## src/rtl/mem_ctrl.sv

```systemverilog
// Memory controller: arbitrates instruction fetch and MEM-stage accesses onto
// a byte-wide synchronous RAM, serializing each access into little-endian
// byte transfers and assembling read bytes back into a 32-bit word.
module mem_ctrl #(
  parameter int RAM_AW = 17
) (
  input  logic              clk,
  input  logic              rst,
  input  logic              if_req_i,
  input  logic [31:0]       if_addr_i,
  input  logic              if_cancel_i,
  output logic [31:0]       if_data_o,
  output logic              if_done_o,
  input  logic              mem_req_i,
  input  logic              mem_we_i,
  input  logic [31:0]       mem_addr_i,
  input  logic [1:0]        mem_len_i,
  input  logic [31:0]       mem_wdata_i,
  output logic [31:0]       mem_rdata_o,
  output logic              mem_done_o,
  output logic [RAM_AW-1:0] ram_addr_o,
  output logic              ram_wr_o,
  output logic [7:0]        ram_dout_o,
  input  logic [7:0]        ram_din_i
);

  typedef enum logic [1:0] {IDLE, XFER, DONE} state_t;

  state_t            state, state_next;

  // Access context latched at acceptance.
  logic              owner_mem;
  logic [RAM_AW-1:0] base;
  logic              we;
  logic [2:0]        nbytes;
  logic [31:0]       wdata;
  logic [2:0]        cnt;
  logic [31:0]       rbuf;

  // step is the index of the edge about to happen, counted from acceptance (E0).
  logic [2:0]        step;
  logic [1:0]        wr_idx;
  logic [1:0]        cap_idx;
  logic              accept_mem, accept_if, issue, capture, finish, abort;
  logic [31:0]       rbuf_next;
  logic [2:0]        len_bytes;

  assign step    = cnt + 3'd1;
  assign wr_idx  = step[1:0];
  // Byte k returns two edges after its address is registered.
  assign cap_idx = step[1:0] - 2'd2;

  assign len_bytes = (mem_len_i == 2'b00) ? 3'd1 :
                     (mem_len_i == 2'b01) ? 3'd2 : 3'd4;

  // Done pulses are decoded from the state; a fetch cancelled in DONE gets none.
  assign if_done_o  = (state == DONE) && !owner_mem && !if_cancel_i;
  assign mem_done_o = (state == DONE) && owner_mem;

  // State register.
  always_ff @(posedge clk) begin
    // NOTE: sequential state uses non-blocking assignments so every register
    // samples pre-edge values, independent of block ordering.
    // NOTE: reset is synchronous: sampled only on the rising edge.
    if (rst) state <= IDLE;
    else     state <= state_next;
  end

  // Next-state and per-edge control decode.
  always_comb begin
    // NOTE: every output of this block gets a default first, so no path can
    // leave a value unassigned and infer a latch.
    state_next = state;
    accept_mem = 1'b0;
    accept_if  = 1'b0;
    issue      = 1'b0;
    capture    = 1'b0;
    finish     = 1'b0;
    abort      = 1'b0;
    case (state)
      IDLE: begin
        if (mem_req_i) begin
          accept_mem = 1'b1;
          state_next = XFER;
        end else if (if_req_i && !if_cancel_i) begin
          accept_if  = 1'b1;
          state_next = XFER;
        end
      end
      XFER: begin
        if (!owner_mem && if_cancel_i) begin
          abort      = 1'b1;
          state_next = IDLE;
        end else if (we) begin
          issue = (step < nbytes);
          if (!issue) begin
            finish     = 1'b1;
            state_next = DONE;
          end
        end else begin
          issue   = (step < nbytes);
          capture = (step >= 3'd2);
          if (step == nbytes + 3'd1) begin
            finish     = 1'b1;
            state_next = DONE;
          end
        end
      end
      DONE:    state_next = IDLE;
      default: state_next = IDLE;
    endcase
  end

  // Read assembly: merge the returning byte into its lane.
  always_comb begin
    rbuf_next = rbuf;
    if (capture) rbuf_next[8*cap_idx +: 8] = ram_din_i;
  end

  // Datapath: access context, RAM interface registers and result registers.
  always_ff @(posedge clk) begin
    if (rst) begin
      owner_mem   <= 1'b0;
      base        <= '0;
      we          <= 1'b0;
      nbytes      <= 3'd0;
      wdata       <= 32'd0;
      cnt         <= 3'd0;
      rbuf        <= 32'd0;
      ram_addr_o  <= '0;
      ram_wr_o    <= 1'b0;
      ram_dout_o  <= 8'd0;
      if_data_o   <= 32'd0;
      mem_rdata_o <= 32'd0;
    end else begin
      ram_wr_o <= 1'b0;
      if (accept_mem || accept_if) begin
        owner_mem  <= accept_mem;
        base       <= accept_mem ? mem_addr_i[RAM_AW-1:0] : if_addr_i[RAM_AW-1:0];
        we         <= accept_mem && mem_we_i;
        nbytes     <= accept_mem ? len_bytes : 3'd4;
        wdata      <= accept_mem ? mem_wdata_i : 32'd0;
        cnt        <= 3'd0;
        rbuf       <= 32'd0;
        ram_addr_o <= accept_mem ? mem_addr_i[RAM_AW-1:0] : if_addr_i[RAM_AW-1:0];
        ram_wr_o   <= accept_mem && mem_we_i;
        ram_dout_o <= accept_mem ? mem_wdata_i[7:0] : 8'd0;
      end
      if (state == XFER && !abort) begin
        cnt  <= step;
        rbuf <= rbuf_next;
        if (issue) begin
          // Address arithmetic wraps naturally at RAM_AW bits.
          ram_addr_o <= base + RAM_AW'(step);
          ram_dout_o <= wdata[8*wr_idx +: 8];
          ram_wr_o   <= we;
        end
      end
      if (finish && !we) begin
        if (owner_mem) mem_rdata_o <= rbuf_next;
        else           if_data_o   <= rbuf_next;
      end
    end
  end

endmodule

```

## config.mk

```make
export PLATFORM = sky130hd
export DESIGN_NAME = mem_ctrl
export DESIGN_NICKNAME = d
export VERILOG_FILES = /design/src/rtl/mem_ctrl.sv
export SDC_FILE = /design/constraint.sdc
export NUM_CORES = 1
export LEC_CHECK = 0
export CELL_PAD_IN_SITES_DETAIL_PLACEMENT = 1
export CELL_PAD_IN_SITES_GLOBAL_PLACEMENT = 1
export CORE_AREA = 2 2 150 152
export CTS_CLUSTER_DIAMETER = 200
export DETAILED_ROUTE_END_ITERATION = 10
export DIE_AREA = 0 0 152 154
export MAX_ROUTING_LAYER = met4
export PLACE_DENSITY = 0.85
export REMOVE_ABC_BUFFERS = 1
export SLEW_MARGIN = 20
export SYNTH_ARGS = -nofsm -noshare
export SYNTH_HDL_FRONTEND = slang
export SYNTH_SLANG_ARGS = --single-unit
```

## constraint.sdc

```tcl
create_clock -name clk -period 3.6 [get_ports clk]
set_input_delay 0.72 -clock clk [delete_from_list [all_inputs] [get_ports clk]]
set_output_delay 0.72 -clock clk [all_outputs]
set_load 0.01 [all_outputs]
```

==> results of run 1 <==
synthesized netlist by cell type (4+ instances only):
cell type / n / share of area (%)
a211oi_2: 56 / 8.6
and3_1: 7 / 0.54
o21ai_0: 5 / 0.31
o21a_1: 7 / 0.65
nand2_1: 26 / 1.2
inv_1: 6 / 0.28
a22oi_1: 33 / 3.0
xor2_1: 6 / 0.65
nor3_1: 27 / 1.7
buf_6: 10 / 1.4
mux2i_1: 32 / 3.9
buf_2: 20 / 1.2
a211oi_1: 15 / 1.4
dfxtp_1: 181 / 45
nand3_4: 4 / 0.86
ha_1: 13 / 2.0
a21oi_1: 15 / 0.92
o32ai_1: 4 / 0.43
mux4_2: 8 / 2.2
or3_1: 5 / 0.38
buf_4: 7 / 0.65
o22ai_1: 5 / 0.38
o22ai_2: 8 / 1.2
a221oi_1: 8 / 0.86
and2_1: 36 / 2.8
buf_1: 4 / 0.18
o2bb2ai_1: 32 / 3.4
nor2_1: 145 / 6.7
clkbuf_1: 25 / 1.2
xnor2_1: 10 / 1.1
through the flow:
stage / worst slack, ns / instance area (sq um) / setup TNS, ns / power, mW
after global placement: 0.674 / 10000 / 0 / 3.11
after CTS: 0.512 / 10600 / 0 / 5.19
final: 0.568 / 10600 / 0 / 5.13
after detailed placement: 0.523 / 10000 / 0 / 3.15
after floorplan: -0.646 / 7760 / -45.41 / 2.71
after global routing: 0.265 / 10600 / 0 / 5.36
layout by cell type (no fill, tap or decap), types with 4 or more instances in the layout:
| cell | Yosys | routed |
|---|---|---|
| clkbuf_8 | 0 | 4 |
| a22oi_1 | 33 | 33 |
| mux4_2 | 8 | 8 |
| clkdlybuf4s50_1 | 0 | 172 |
| and2_1 | 36 | 36 |
| mux2i_1 | 32 | 32 |
| or3_1 | 5 | 5 |
| o21a_1 | 7 | 7 |
| o32ai_1 | 4 | 4 |
| o2bb2ai_1 | 32 | 32 |
| o22ai_2 | 8 | 8 |
| buf_4 | 7 | 11 |
| o21ai_0 | 5 | 5 |
| inv_1 | 6 | 6 |
| nand3_4 | 4 | 4 |
| dfxtp_1 | 181 | 181 |
| ha_1 | 13 | 13 |
| clkbuf_16 | 0 | 17 |
| o22ai_1 | 5 | 5 |
| a211oi_2 | 56 | 56 |
| xnor2_1 | 10 | 10 |
| nor2_1 | 145 | 145 |
| a211oi_1 | 15 | 15 |
| a221oi_1 | 8 | 8 |
| and3_1 | 7 | 7 |
| clkbuf_1 | 25 | 4 |
| bufinv_16 | 0 | 4 |
| xor2_1 | 6 | 6 |
| nor3_1 | 27 | 27 |
| a21oi_1 | 15 | 15 |
| nand2_1 | 26 | 26 |
cell families (layout without fill, tap and decap cells):
logic type,count (synthesis),after routing,share of synthesized area (%)
flip-flops,181,181,44.6
multiplexers,40,40,6.15
XOR/XNOR,17,17,1.92
adder cells (fa/ha/maj),14,14,2.14
AND/OR/NAND/NOR,280,280,16.9
buffers and inverters,72,225,4.88
AO/OA/AOI/OAI,205,205,23.5
final cells by class:
class | instances | area, sq um
Fill cell | 2357 | 11000
Timing Repair Buffer | 187 | 1880
Sequential cell | 181 | 3620
Clock buffer | 25 | 495
Clock inverter | 7 | 143
Tap cell | 280 | 350
Inverter | 6 | 22.5
Multi-Input combinational cell | 556 | 4130
per-layer routing:
layer	up-vias	wire length, um
met1	3252	10500
met2	154	11000
met3	19	990
li1	3218	-
met4	0	265
met5	-	0
worst min path at each step:
stage	start	to	depth (start not counted)	slack (ns)
floorplan	rbuf[0]$_SDFFE_PP0P_	rbuf[0]$_SDFFE_PP0P_	1	0.43
global placement	rbuf[15]$_SDFFE_PP0P_	rbuf[15]$_SDFFE_PP0P_	1	0.44
detailed placement	rbuf[24]$_SDFFE_PP0P_	rbuf[24]$_SDFFE_PP0P_	1	0.45
CTS	rbuf[24]$_SDFFE_PP0P_	rbuf[24]$_SDFFE_PP0P_	1	0.47
global route	rbuf[27]$_SDFFE_PP0P_	rbuf[27]$_SDFFE_PP0P_	1	0.48
finish	rbuf[14]$_SDFFE_PP0P_	rbuf[14]$_SDFFE_PP0P_	1	0.47
state kept, by name, summed over array words and instances (netlist names):
register	count
base	17
ram_wr_o	1
if_data_o	32
state	2
wdata	32
ram_dout_o	8
ram_addr_o	17
cnt	3
nbytes	3
mem_rdata_o	32
rbuf	32
we	1
owner_mem	1
power breakdown:
part / switching [mW] / internal (mW)
Clock: 0.789 / 1.24
Combinational: 0.452 / 0.424
Sequential: 0.0902 / 2.13
Total: 1.33 / 3.80
==> flow_metrics.tcl, run 1 <==
set metrics [dict create \
    status "completed" \
    cts_tree "built" \
    slowest_delay_ns 0.76 \
    reg2reg_slack_ns 0.57 \
    num_io_pins 204 \
    setup_violations 0 \
    cts_root_buf "clkbuf_16" \
    path_clk_slew_ns 0.07 \
    path_cells "inv_1, ha_1, and4b_1, o41ai_4, nor2_2, and3_1, a2111oi_2" \
    die_area_sq_um 23400 \
    timing.rr.start "cnt[0]$_SDFFE_PP0P_" \
    netlist_area_sq_um 8130 \
    total_leakage_power_nw 3.87 \
    holdWs_ns 0.467 \
    critPathCaptureType "register" \
    initial_core_util_pct 37.5 \
    gp_congestion 0.750 \
    portBuffers 173 \
    cts.sink_count 181 \
    synth-seq-cells 181 \
    cts-htree-levels 4 \
    wl_mm 22.8 \
    via_per_inst 5.35 \
    grt_remaining_overflow 0 \
    syn2layout_area_growth_pct 30.9 \
    drv_slew 0 \
    critPathLaunch "cnt[0]$_SDFFE_PP0P_" \
    max_freq_mhz 330 \
    maxSlewHeadroom_pct 39.3 \
    num_vias 6643 \
    cp_slowest_cell "ha_1" \
    rows 54 \
    yosysWarnings 0 \
    die_h_um 154 \
    post-route-util_pct 49.1 \
    tightest_slew_ns 0.910 \
    fin_crit_sh_pct 84.2 \
    rsz0062_at_grt "false" \
    drtPass1Iterations 4 \
    postCtsSetupRepairBufs 0 \
    criticalPathCategory "reg -> reg" \
    r2r-end "ram_addr_o[7]$_SDFF_PP0_" \
    hold_path.class "reg -> reg" \
    synth-edff-count 0 \
    cp.required_ns 3.93 \
    p_per_area_nw_per_um2 482 \
    r2r_cells 7 \
    syn_inst 809 \
    grtUsageMet1_pct 24.1 \
    synth_seq_area_share_pct 44.6 \
    postSynthAreaPerCell_sq_um 10.1 \
    fp.coreArea_sq_um 21700 \
    critPathTopFamily "compound AO/OA/AOI/OAI gates" \
    routedWlPerCell_um 18.4 \
    worstPathArrival_ns 3.36 \
    dp.cells 1210 \
    grtUsageMet2_pct 33.3 \
    crit_cells 7 \
    final_antenna_net_count 0 \
    ir_drop_mv 0.301 \
    worstSkewPairLatency_ns 0.43 \
    fin_cells 1242 \
    grt_pass1_wl_mm 36.9 \
    grtUsageMet3_pct 5.19 \
    ys_types 59 \
    antenna_found_initial 0 \
    cp_max_fo 17 \
    finalHoldViolations 0 \
    cts_resized 0 \
    postCtsHoldBufs 0 \
    async_flop_share_pct 0 \
    path_buf_inv 1 \
    cts_buffer_depth 2 \
    cp-start-kind "register" \
    numCtsBuffers 17 \
    hpwlAfterDp_mm 15.8 \
    drive_gt1_share_pct 13.8 \
    busiest_layer "met2" \
    worstSetupEndpoint "ram_addr_o[7]$_SDFF_PP0_" \
    finClkSkew_ns 0.0109 \
    layout.nets 1074 \
    dieWidth_um 152 \
    synth_ff_type "dfxtp_1" \
    diodes 0 \
    track_usage_pct 19.9 \
    drt-initial-drc-count 283 \
    grt_start_max_net_pins 65 \
    grt_pass1_vias 6950 \
    drv_cap 0 \
    remaining_drc_errors 0 \
    period_needed_ns 3.03 \
]
No activity file was read; power rests on OpenSTA's default activity.
==> run 2: changes to the inputs <==
--- a/config.mk
+++ b/config.mk
@@ -7,12 +7,12 @@
 export LEC_CHECK = 0
 export CELL_PAD_IN_SITES_DETAIL_PLACEMENT = 1
 export CELL_PAD_IN_SITES_GLOBAL_PLACEMENT = 1
-export CORE_AREA = 2 2 150 152
+export CORE_AREA = 2 2 158 160
 export CTS_CLUSTER_DIAMETER = 200
 export DETAILED_ROUTE_END_ITERATION = 10
-export DIE_AREA = 0 0 152 154
+export DIE_AREA = 0 0 160 162
 export MAX_ROUTING_LAYER = met4
-export PLACE_DENSITY = 0.85
+export PLACE_DENSITY = 0.81
 export REMOVE_ABC_BUFFERS = 1
 export SLEW_MARGIN = 20
 export SYNTH_ARGS = -nofsm -noshare
==> constraint.sdc (replaced) <==
create_clock -name clk -period 2.7 [get_ports clk]
set_input_delay 0.54 -clock clk [delete_from_list [all_inputs] [get_ports clk]]
set_output_delay 0.54 -clock clk [all_outputs]
set_load 0.01 [all_outputs]
==> run 2 against run 1 <==
Against the previous run:
- total power increased by 29%
- setup slack worse by 0.35 ns
- fmax rose by 22%
- worst hold slack hardly changed
- clock-buffer cell count shrank 6
- sequential power up 33%
- critical path type unchanged
- clock power rose by 18%
- register-to-register slack lost 0.35 ns
- via count increased by 1.1%
- sequential cell count did not move
- die area rose by 11%
- first-iteration DRC count rose by 5.7%
==> flow_metrics.tcl, run 2 (synthesis gave the netlist of run 1 again) <==
set metrics [dict create \
    drt-initial-drc-count 299 \
    via_per_inst 5.18 \
    finalHoldViolations 0 \
    layout.nets 1085 \
    drtPass1Iterations 4 \
    numCtsBuffers 17 \
    cp_slowest_cell "dfxtp_2" \
    holdPathEnd "rbuf[9]$_SDFFE_PP0P_" \
    total_leakage_power_nw 3.92 \
    routedWlPerCell_um 18.3 \
    grt_remaining_overflow 0 \
    whs_path_depth 1 \
    tightest_slew_ns 0.784 \
    gp_congestion 0.754 \
    hold_path.class "reg -> reg" \
    cp_common_cell "buf_4" \
    grt_start_max_net_pins 67 \
    diodes 0 \
    hold_start "rbuf[9]$_SDFFE_PP0P_" \
    cts_buffer_depth 2 \
    antenna_found_initial 0 \
    max_freq_mhz 403 \
    period_needed_ns 2.48 \
    setup_violations 0 \
    grt_pass1_wl_mm 37.7 \
    hpwlAfterDp_mm 16.2 \
    path_buf_inv 2 \
    final_cell_mix "179 x dfxtp_1, 172 x clkdlybuf4s50_1, 145 x nor2_1, 56 x a211oi_2, 36 x and2_1" \
    r2r_cells 10 \
    path_cells "ha_4, xor2_4, buf_4, ha_1, and3_1, o41ai_4, buf_4, nor2_1, xnor2_1, a211oi_1" \
    path_clk_slew_ns 0.07 \
    slowest_delay_ns 0.36 \
    postCtsHoldBufs 0 \
    remaining_drc_errors 0 \
    r2r-end "ram_addr_o[9]$_SDFF_PP0_" \
    cp.required_ns 3.05 \
    dieWidth_um 160 \
    ir_drop_mv 0.309 \
    maxSlewHeadroom_pct 47.6 \
    critPathLaunch "cnt[1]$_SDFFE_PP0P_" \
    worstPathArrival_ns 2.83 \
    wl_mm 23.7 \
    fin_crit_sh_pct 91.9 \
    drv_cap 0 \
    finClkSkew_ns 0.0124 \
    cts-htree-levels 4 \
    drive_gt1_share_pct 15.4 \
    num_vias 6714 \
    die_area_sq_um 25900 \
    cts_tree "built" \
    cp-start-kind "register" \
    initial_core_util_pct 33.7 \
    die_h_um 162 \
    rsz0062_at_grt "false" \
    track_usage_pct 18.7 \
    reg2reg_slack_ns 0.22 \
    final_antenna_net_count 0 \
    finalPower_mw 6.59 \
    drv_slew 0 \
    cp_max_fo 6 \
    status "completed" \
    critPathTopFamily "compound AO/OA/AOI/OAI gates" \
    rows 57 \
    fillCellCount 2707 \
    syn2layout_area_growth_pct 33.6 \
    grt_pass1_vias 7085 \
    criticalPathCategory "reg -> reg" \
    critPathCaptureType "register" \
    holdWs_ns 0.467 \
    p_per_area_nw_per_um2 607 \
    cts_root_buf "clkbuf_16" \
    timing.rr.start "cnt[1]$_SDFFE_PP0P_" \
    final_common_cell "dfxtp_1" \
    fp.coreArea_sq_um 24100 \
    portBuffers 173 \
    cts.sink_count 181 \
    worstSkewPairLatency_ns 0.43 \
    num_io_pins 204 \
]
[run 2: cell types whose count changed in the layout (fill, tap and decap cells not counted), sizes merged]
| cell | change |
|---|---|
| clkbuf | -5 |
| clkinvlp | +4 |
| bufinv | -3 |
| clkinv | +2 |
| inv | +3 |
| buf | +10 |
[run 2: metal layers]
layer  part of all wire, %  global-route usage (%)  vias to the layer above
li1                      -                       -                     3243
met1                    46                    23.2                     3291
met2                    48                    31.4                      159
met3                   4.8                    3.70                       21
met4                   1.2                    5.28                        0
met5                     0                       -                        -
[run 2: cell type report]
class	count	area, sq um	area share (%)
clock buffers	19	433	3.99
well taps	324	405	3.73
flip-flops and latches	181	3630	33.4
repair buffers	198	2080	19.2
clock inverters	13	124	1.14
inverters	6	22.5	0.207
multi-input cells	556	4170	38.4
[run 2: through the flow]
step	TNS, ns	instances	worst slack, ns	instance area, sq um	util, %
2_1_floorplan	-168.25	743	-1.37	7760	-
3_3_place_gp	0	1263	0.106	10200	42.4
3_5_place_dp	-0.0421	1263	-0.0338	10200	42.4
4_1_cts	0	1295	0.0191	10800	44.7
5_1_grt	0	1297	0.0541	10900	45.1
6_report	0	1297	0.218	10900	45.1
[run 2: worst reg2reg max path: stages (launching register included)]
cell	delay, ns
dfxtp_2	0.36
ha_4	0.19
xor2_4	0.19
buf_4	0.15
ha_1	0.30
and3_1	0.23
o41ai_4	0.36
buf_4	0.22
nor2_1	0.06
xnor2_1	0.12
a211oi_1	0.22
[run 2: worst max-delay path by stage]
| stage | to | cells past startpoint |
|---|---|---|
| global route | ram_addr_o[13]$_SDFF_PP0_ | 9 |
| global placement | ram_addr_o[7]$_SDFF_PP0_ | 7 |
| CTS | ram_addr_o[9]$_SDFF_PP0_ | 9 |
| finish | ram_addr_o[9]$_SDFF_PP0_ | 10 |
| floorplan | cnt[1]$_SDFFE_PP0P_ | 5 |
| detailed placement | mem_rdata_o[0]$_SDFFE_PP0P_ | 9 |
[run 2: repair_timing]
action,CTS,global route
buffers inserted,0,1
setup endpoints to repair,2,31
pin swaps,0,1
gates cloned,0,1
gates resized for setup,1,7
[run 2: power by group]
group / total (mW) / internal (mW) / switching, mW
clock network: 2.40 / 1.28 / 1.12
logic: 1.23 / 0.609 / 0.621
registers: 2.96 / 2.84 / 0.118
total: 6.59 / 4.73 / 1.86
==> run 3: changes to the inputs <==
--- a/config.mk
+++ b/config.mk
@@ -11,7 +11,6 @@
 export CTS_CLUSTER_DIAMETER = 200
 export DETAILED_ROUTE_END_ITERATION = 10
 export DIE_AREA = 0 0 160 162
-export MAX_ROUTING_LAYER = met4
 export PLACE_DENSITY = 0.81
 export REMOVE_ABC_BUFFERS = 1
 export SLEW_MARGIN = 20
==> run 3 against run 2 <==
Against the previous run:
- sequential cell count unchanged
- total power barely moved
- routed wire length down 0.41%
- global-route usage fell by 0.54 points
- critical path depth down 1
==> flow_metrics.tcl, run 3 (synthesis gave the netlist of run 1 again) <==
set metrics [dict create \
    p_per_area_nw_per_um2 606 \
    cts.sink_count 181 \
    path_cells "ha_4, xor2_4, ha_1, and4b_1, o41ai_4, buf_4, nor2_1, xnor2_1, a211oi_1" \
    grt_remaining_overflow 0 \
    critPathCaptureType "register" \
    wl_mm 23.6 \
    drv_cap 0 \
    final_cell_mix "179 x dfxtp_1, 172 x clkdlybuf4s50_1, 145 x nor2_1, 56 x a211oi_2, 36 x and2_1" \
    switching_share_pct 28.1 \
    criticalPathCategory "reg -> reg" \
    cts_tree "built" \
    cts_root_buf "clkbuf_16" \
    ir_drop_mv 0.309 \
    dp.cells 1263 \
    die_h_um 162 \
    setup_tns_ns 0 \
    cp_max_fo 6 \
    num_vias 6687 \
    tightest_slew_ns 0.761 \
    drt-initial-drc-count 328 \
    period_needed_ns 2.50 \
    drive_gt1_share_pct 15.4 \
    syn2layout_area_growth_pct 33.6 \
    cts_buffer_depth 2 \
    status "completed" \
    diodes 0 \
    p_int_mw 4.73 \
    grt_start_max_net_pins 67 \
    p_clk_share_pct 36.4 \
    final_antenna_net_count 0 \
    maxSlewHeadroom_pct 49.2 \
    place_ws_ns -0.0338 \
    slowest_delay_ns 0.40 \
    path_buf_inv 1 \
    fin_cells 1297 \
    rsz0062_at_grt "false" \
    hold_path.class "reg -> reg" \
    setup_slack_ns 0.201 \
    combPwrFrac_pct 18.6 \
    die_area_sq_um 25900 \
    num_io_pins 204 \
    track_usage_pct 18.2 \
    finClkSkew_ns 0.0131 \
    worstPathArrival_ns 2.85 \
    critPathTopFamily "compound AO/OA/AOI/OAI gates" \
    drv_slew 0 \
    rows 57 \
    worstSkewPairLatency_ns 0.43 \
    cp-start-kind "register" \
    cts-htree-levels 4 \
    pwr-share-seq_pct 44.9 \
    postCtsHoldBufs 0 \
    hpwlAfterDp_mm 16.2 \
    portBuffers 173 \
    path_clk_slew_ns 0.07 \
    initial_core_util_pct 33.7 \
    dieWidth_um 160 \
    grt_pass1_vias 7082 \
    fillCellCount 2707 \
    via_per_inst 5.16 \
    remaining_drc_errors 0 \
    total_leakage_power_nw 3.92 \
    antenna_found_initial 0 \
    numCtsBuffers 17 \
    drtPass1Iterations 4 \
    switching_power_mw 1.85 \
    finalHoldViolations 0 \
    gp_congestion 0.745 \
    setup_violations 0 \
    grt_pass1_wl_mm 37.7 \
    fp.coreArea_sq_um 24100 \
    final_common_cell "dfxtp_1" \
    max_freq_mhz 400 \
    routedWlPerCell_um 18.2 \
    cp_slowest_cell "o41ai_4" \
    cp.required_ns 3.05 \
    layout.nets 1085 \
    fin_crit_sh_pct 92.5 \
]
==> run 3: repair_timing <==
item / in CTS / in global routing
setup buffers: 0 / 1
pin swaps: 0 / 1
cloned: 0 / 1
gates resized for setup: 1 / 7
endpoints found under the setup margin: 2 / 32
==> run 3: power groups by stage <==
stage,Clock [mW],Combinational [mW],Sequential [mW]
floorplan,0,0.571,3.04
global placement,0,1.19,3.01
detailed placement,0,1.23,3.02
CTS,2.47,1.24,2.96
global route,2.58,1.34,2.98
finish,2.40,1.23,2.96
==> run 3: layout make-up <==
| class | instances | area (sq um) | area share (%) |
|---|---|---|---|
| well taps | 324 | 405 | 3.73 |
| repair buffers | 198 | 2080 | 19.2 |
| inverters | 6 | 22.5 | 0.207 |
| multi-input cells | 556 | 4170 | 38.4 |
| clock buffers | 19 | 433 | 3.99 |
| flip-flops and latches | 181 | 3630 | 33.4 |
| clock inverters | 13 | 124 | 1.14 |
==> run 3: metal layers <==
layer | track usage, % | routed length, um | up-vias | part of all wire [%]
met2 | 31.4 | 11400 | 165 | 48
li1 | - | - | 3240 | -
met4 | 5.28 | 304 | 0 | 1.3
met5 | 0 | 0 | - | 0
met3 | 3.73 | 1070 | 21 | 4.5
met1 | 23.1 | 10800 | 3261 | 46
==> run 3: per-stage QoR <==
stage,power (mW),utilization (%),hold WS [ns],instance area (sq um)
2_1_floorplan,3.61,-,0.432,7760
3_3_place_gp,4.20,42.4,0.444,10200
3_5_place_dp,4.25,42.4,0.448,10200
4_1_cts,6.67,44.7,0.470,10800
5_1_grt,6.91,45.1,0.482,10900
6_report,6.59,45.1,0.468,10900
==> run 3: worst paths after layout <==
path / startpoint / slack (ns) / to / depth (start not counted)
worst max-delay path: cnt[1]$_SDFFE_PP0P_ / 0.20 / ram_addr_o[9]$_SDFF_PP0_ / 9
worst min-delay path: rbuf[10]$_SDFFE_PP0P_ / 0.47 / rbuf[10]$_SDFFE_PP0P_ / 1
worst max register to register: cnt[1]$_SDFFE_PP0P_ / 0.20 / ram_addr_o[9]$_SDFF_PP0_ / 9
worst min register to register: rbuf[10]$_SDFFE_PP0P_ / 0.47 / rbuf[10]$_SDFFE_PP0P_ / 1
==> run 3: worst register-to-register path: cells and delay by family, from the launching register on <==
family / cells / cell delay, ns
adder cells (fa/ha/maj): 2 / 0.55
flip-flops: 1 / 0.36
AO/OA/AOI/OAI: 2 / 0.63
AND/OR/NAND/NOR: 2 / 0.35
buffers and inverters: 1 / 0.22
XOR/XNOR: 2 / 0.32
